===== src/rtl/cpu_pkg.sv =====
// Shared decode/execute definitions for the 5-stage MIPS pipeline:
// immediate-extension encodings, well-known registers and the NOP control word.
package cpu_pkg;

   typedef enum logic [1:0] {
      EXT_ZERO  = 2'b00,
      EXT_SIGN  = 2'b01,
      EXT_LUI   = 2'b10,
      EXT_SHAMT = 2'b11
   } ext_op_e;

   localparam int unsigned REG_K0 = 26;
   localparam int unsigned REG_RA = 31;

   localparam int CTRL_W_DEFAULT = 16;
   localparam logic [CTRL_W_DEFAULT-1:0] CTRL_NOP = '0;

   // The shift-amount mode reuses imm[10:6], which is instr[10:6].
   function automatic logic [31:0] extend_imm(input logic [15:0] imm, input ext_op_e op);
      logic [31:0] res;
      res = {16'h0000, imm};
      case (op)
         EXT_SIGN:  res = {{16{imm[15]}}, imm};
         EXT_LUI:   res = {imm, 16'h0000};
         EXT_SHAMT: res = {27'h0, imm[10:6]};
         default:   res = {16'h0000, imm};
      endcase
      return res;
   endfunction

endpackage


===== src/rtl/hazard_detect.sv =====
// Load-use hazard detection and MEM-stage forward selects; purely combinational
// so the same block can serve the EX-stage forwarder.
module hazard_detect (
   input  logic       valid_id,
   input  logic       uses_rs_id,
   input  logic       uses_rt_id,
   input  logic [4:0] rs,
   input  logic [4:0] rt,
   input  logic       valid_ex,
   input  logic       mem_read_ex,
   input  logic [4:0] dst_ex,
   input  logic       mem_wr,
   input  logic [4:0] mem_rd,
   input  logic       flush,
   output logic       stall,
   output logic       fwd_a,
   output logic       fwd_b
);

   logic hz;

   always_comb begin
      // NOTE: every output gets a default first so no path can infer a latch.
      hz    = 1'b0;
      stall = 1'b0;
      fwd_a = 1'b0;
      fwd_b = 1'b0;

      if (valid_id && valid_ex && mem_read_ex && (dst_ex != 5'd0)) begin
         hz = (uses_rs_id && (rs == dst_ex)) || (uses_rt_id && (rt == dst_ex));
      end
      // A redirect kills the ID instruction, so there is nothing to wait for.
      stall = hz && !flush;

      // $0 reads as zero in the register file and must never be overridden.
      if (mem_wr && (mem_rd != 5'd0)) begin
         fwd_a = (mem_rd == rs);
         fwd_b = (mem_rd == rt);
      end
   end

endmodule


===== src/rtl/id_ex_stage.sv =====
// ID/EX pipeline boundary: register-file addressing, MEM forwarding, immediate
// extension, load-use bubble insertion and the saturating stall counter.
module id_ex_stage
   import cpu_pkg::*;
#(
   parameter int CTRL_W = CTRL_W_DEFAULT,
   parameter int CNT_W  = 16
) (
   input  logic              clk,
   input  logic              reset,
   input  logic [31:0]       instr_id,
   input  logic [31:0]       pc_plus4_id,
   input  logic              valid_id,
   input  logic [CTRL_W-1:0] ctrl_id,
   input  logic              mem_read_id,
   input  logic              uses_rs_id,
   input  logic              uses_rt_id,
   input  logic [4:0]        dst_id,
   input  logic [1:0]        ext_op_id,
   output logic [4:0]        addr_a,
   output logic [4:0]        addr_b,
   input  logic [31:0]       rdata_a,
   input  logic [31:0]       rdata_b,
   input  logic              mem_wr,
   input  logic [4:0]        mem_rd,
   input  logic [31:0]       mem_data,
   input  logic              flush,
   output logic              stall,
   output logic              valid_ex,
   output logic [CTRL_W-1:0] ctrl_ex,
   output logic              mem_read_ex,
   output logic [4:0]        dst_ex,
   output logic [4:0]        rs_ex,
   output logic [4:0]        rt_ex,
   output logic [31:0]       pc_plus4_ex,
   output logic [31:0]       op_a_ex,
   output logic [31:0]       op_b_ex,
   output logic [31:0]       imm_ex,
   output logic [CNT_W-1:0]  stall_count
);

   logic [4:0]  rs;
   logic [4:0]  rt;
   logic        fwd_a;
   logic        fwd_b;
   logic [31:0] op_a;
   logic [31:0] op_b;
   logic [31:0] imm;
   logic        unused_opcode;

   assign rs            = instr_id[25:21];
   assign rt            = instr_id[20:16];
   assign addr_a        = rs;
   assign addr_b        = rt;
   assign unused_opcode = ^instr_id[31:26];

   hazard_detect u_hazard (
      .valid_id    (valid_id),
      .uses_rs_id  (uses_rs_id),
      .uses_rt_id  (uses_rt_id),
      .rs          (rs),
      .rt          (rt),
      .valid_ex    (valid_ex),
      .mem_read_ex (mem_read_ex),
      .dst_ex      (dst_ex),
      .mem_wr      (mem_wr),
      .mem_rd      (mem_rd),
      .flush       (flush),
      .stall       (stall),
      .fwd_a       (fwd_a),
      .fwd_b       (fwd_b)
   );

   // WB producers need no path: the register file writes on negedge.
   assign op_a = fwd_a ? mem_data : rdata_a;
   assign op_b = fwd_b ? mem_data : rdata_b;
   assign imm  = extend_imm(instr_id[15:0], ext_op_e'(ext_op_id));

   // NOTE: sequential state uses non-blocking assignments only, so every
   // register samples pre-edge values regardless of statement order.
   always_ff @(posedge clk or posedge reset) begin
      if (reset) begin
         valid_ex    <= 1'b0;
         ctrl_ex     <= CTRL_W'(CTRL_NOP);
         mem_read_ex <= 1'b0;
         dst_ex      <= 5'd0;
         rs_ex       <= 5'd0;
         rt_ex       <= 5'd0;
         pc_plus4_ex <= 32'h0;
         op_a_ex     <= 32'h0;
         op_b_ex     <= 32'h0;
         imm_ex      <= 32'h0;
         stall_count <= '0;
      end else begin
         if (flush || stall) begin
            valid_ex    <= 1'b0;
            ctrl_ex     <= CTRL_W'(CTRL_NOP);
            mem_read_ex <= 1'b0;
            dst_ex      <= 5'd0;
            rs_ex       <= 5'd0;
            rt_ex       <= 5'd0;
            pc_plus4_ex <= 32'h0;
            op_a_ex     <= 32'h0;
            op_b_ex     <= 32'h0;
            imm_ex      <= 32'h0;
         end else begin
            valid_ex    <= valid_id;
            ctrl_ex     <= valid_id ? ctrl_id : CTRL_W'(CTRL_NOP);
            mem_read_ex <= valid_id && mem_read_id;
            dst_ex      <= valid_id ? dst_id : 5'd0;
            rs_ex       <= rs;
            rt_ex       <= rt;
            pc_plus4_ex <= pc_plus4_id;
            op_a_ex     <= op_a;
            op_b_ex     <= op_b;
            imm_ex      <= imm;
         end
         // stall already excludes flush, so a coincident redirect leaves the count alone.
         if (stall && !(&stall_count)) begin
            stall_count <= stall_count + CNT_W'(1);
         end
      end
   end

endmodule


===== config.mk =====
export PLATFORM = sky130hd
export DESIGN_NAME = id_ex_stage
export DESIGN_NICKNAME = d
export VERILOG_FILES = /design/src/rtl/cpu_pkg.sv /design/src/rtl/hazard_detect.sv /design/src/rtl/id_ex_stage.sv
export SDC_FILE = /design/constraint.sdc
export NUM_CORES = 1
export LEC_CHECK = 0
export ABC_CLOCK_PERIOD_IN_PS = 14360
export BUFFER_PORTS_ARGS = -buffer_cell sky130_fd_sc_hd__buf_2
export CAP_MARGIN = 20
export CORE_AREA = 2 2 148 150
export DETAILED_ROUTE_END_ITERATION = 7
export DIE_AREA = 0 0 150 152
export MAX_ROUTING_LAYER = met4
export PLACE_DENSITY_LB_ADDON = 0.12
export REMOVE_ABC_BUFFERS = 1
export SYNTH_ARGS = -nofsm -noshare
export SYNTH_HDL_FRONTEND = slang
export SYNTH_SLANG_ARGS = --single-unit

===== constraint.sdc =====
create_clock -name clk -period 14.36 [get_ports clk]
set_input_delay 4.308 -clock clk [delete_from_list [all_inputs] [get_ports clk]]
set_output_delay 4.308 -clock clk [all_outputs]
set_load 0.05 [all_outputs]

==> impl_results.md <==
- Critical Path RT: 10.05 ns
- Max_cap viols: 0
- Mapped Area: 7010 um2
- Clock root buffer: clkbuf_16
- Die area: 22,800 um2
- Status: complete, no violations
- Initial antenna violation count: 1
- Multiplexer area fraction after synthesis: 0.0976
- # port buffers: 377
- CTS Hold Buffers Added: 0
- Final Critical Period: 9.90 ns
- Yosys cell types: 35
- Setup Skew: 0.0114 ns
- CTS HTree Levels: 4
- Largest cells by area after synthesis: dfrtp_1 (63%), mux2i_1 (9.3%), and2_1 (6.7%)
- Chip height: 152 um
- Vias per cell: 4.44
- Clk sinks: 177
- Leak: 5.03 nW
- Core Util, Final: 0.451
- Total power: 0.00116 W
- Worst reg-to-reg path cell count: 7
- Final period util: 0.690
- Mapped Avg Cell Area: 12.3 um2
- Largest family of logic cells by synthesized area: simple AND/OR/NAND/NOR gates
- Compound-Gate Fraction of Synth Area: 0.0235
- Cell Pwr Density: 121 nW/um2
- RSZ-0062 raised after global routing: false
- Setup Buffers After CTS: 0
- DRC viols: 0
- Routed Antenna Nets: 0
- Routed wire length per instance: 16.8 um
- Gr ovfl total: 0
- Leading area contributor after synthesis: dfrtp_1
- Register area share after synthesis: 0.631
- GRT Total Usage: 0.191
- Syn Inst Count: 571
- Worst Setup End Kind: output port
- TritonRoute pass-1 iters: 4
- Xor-xnor portion of the synthesized cell area: 0.0400
- Largest net degree at the start of global routing: 106
- Most frequent cells in the layout: buf_2 (377), dfrtp_1 (177), and2_1 (75)
- Clock Tree Buf Depth: 2
- Initial core utilization: 0.329
- I/O pin total: 384
- Worst flop-to-flop path startpoint: dst_ex[2]$_DFF_PP0_
- Async SR Flop Fraction: 1.00
- Slew @ Worst Pin: 0.952 ns
- Layout cells sized above 1: 0.451
- P&R area growth vs syn: 37.4%
- Global-route wire length before repair: 32,100 um
- Final wirelength: 20,700 um
- Global placement routability congestion: 0.776
- Core Region: 21,400 um2
- Worst r2r dst: op_b_ex[25]$_DFF_PP0_
- Critical path startpoint: instr_id[16]
- Crit path to: stall
- Slew HR: 0.365
- FF+latch count, synth: 177
- Clock buffer count from CTS: 17
- Synth Area in Adders: 0.00178
- Worst-Skew Late Latency: 0.43 ns
- Post-synth top area share: 0.631
- Simple-gate share of the synthesized area: 0.170
- Commonest non-fill, non-tap cell in the layout: buf_2
- Hpwl dp: 14,900 um
- Die X: 150 um
- Max VDD drop: 0.0743 mV
- Pins Over Slew Limit: 0
- Final setup fails: 0
- Critical Path AT: 5.59 ns
- Via count: 5,455
- Final setup TNS: 0 ns
- Hold crit path type: flop to flop
- # rows: 54
- CP Max Fanout: 20
- Yosys warning count: 0
- Vias in the first global route: 5,729
- Worst setup path category: input port to output port
- DR iter-0 viols: 240
- TritonCTS clock tree: done
- F_max: 101 MHz
- Post-synth EDFFs: 0
- Endpoints failing hold: 0
- Clk slew on worst S/H paths: 0.07 ns
- Reg2Reg Setup Slack: 11.94 ns
- CTS resizes: 0
- Final nets: 1,133
- Main flop type after synthesis: dfrtp_1
- Setup crit start kind: input port
## how the worst min path moves through the flow
| stage | from | endpoint | slack, ns | depth (start not counted) |
|---|---|---|---|---|
| floorplan | stall_count[11]$_DFFE_PP0P_ | stall_count[11]$_DFFE_PP0P_ | 0.80 | 1 |
| global placement | stall_count[11]$_DFFE_PP0P_ | stall_count[11]$_DFFE_PP0P_ | 0.48 | 1 |
| detailed placement | stall_count[11]$_DFFE_PP0P_ | stall_count[11]$_DFFE_PP0P_ | 0.48 | 1 |
| CTS | stall_count[5]$_DFFE_PP0P_ | stall_count[5]$_DFFE_PP0P_ | 0.50 | 1 |
| global route | stall_count[11]$_DFFE_PP0P_ | stall_count[11]$_DFFE_PP0P_ | 0.52 | 1 |
| finish | stall_count[11]$_DFFE_PP0P_ | stall_count[11]$_DFFE_PP0P_ | 0.49 | 1 |
## per-stage QoR
step	cells	setup WS [ns]	cell area, um2	hold WS [ns]
6_report	1229	4.46	9630	0.490
5_1_grt	1229	4.29	9630	0.523
4_1_cts	1228	4.45	9630	0.496
3_5_place_dp	1197	4.46	9090	0.482
3_3_place_gp	1196	4.48	9080	0.479
2_1_floorplan	531	3.95	6770	0.796
## critical path, stage by stage
cell and delay, ns:
buf_2 0.14, xnor2_1 0.14, nand4_1 0.11, o22ai_1 0.18, buf_4 0.27, nand2_1 0.07
nor2_1 0.09, buf_2 0.27
## layout make-up
class,count,area (um2)
Antenna cell,1,2.50
Clock buffer,19,443
Clock inverter,12,100
Fill cell,2124,11700
Inverter,3,16.3
Multi-Input combinational cell,351,2330
Sequential cell,177,4430
Tap cell,280,350
Timing Repair Buffer,386,1960
## where the power goes
part           leakage, nW  switching, W  internal [W]
Sequential            2.32    0.00000600      0.000520
Clock                0.264      0.000208      0.000230
Combinational         2.44      0.000144     0.0000539
Total                 5.03      0.000358      0.000804
## logic make-up after synthesis
logic type	count (synthesis)
buffers and inverters	43
DFF	177
adders and majority gates	1
and+or+nand+nor	222
AOI/OAI and AO/OA	28
xor gates and xnor gates	32
muxes	68
## cells in the mapped netlist (all sizes together) (2+ instances only)
library cell,instances
dfrtp,177
and2,75
nor2,71
mux2i,65
xnor2,28
a21oi,23
nand2,23
buf,22
clkbuf,18
nand4,14
nand3,13
nand2b,7
and3,4
xor2,4
inv,3
mux2,3
nand4b,3
nor2b,3
nor4,3
nor3,2
o21ai,2
## registers in the layout, summed over array words and instances (netlist names), 16 cells and up
| name | count |
|---|---|
| ctrl_ex | 16 |
| op_b_ex | 32 |
| pc_plus4_ex | 32 |
| stall_count | 16 |
| op_a_ex | 32 |
| imm_ex | 32 |
## metal layers
layer,track usage,share of wire
met4,0.0580,0.016
met2,0.318,0.50
met3,0.0658,0.090
met5,-,0
met1,0.216,0.39
(Power assumes the default switching activity.)
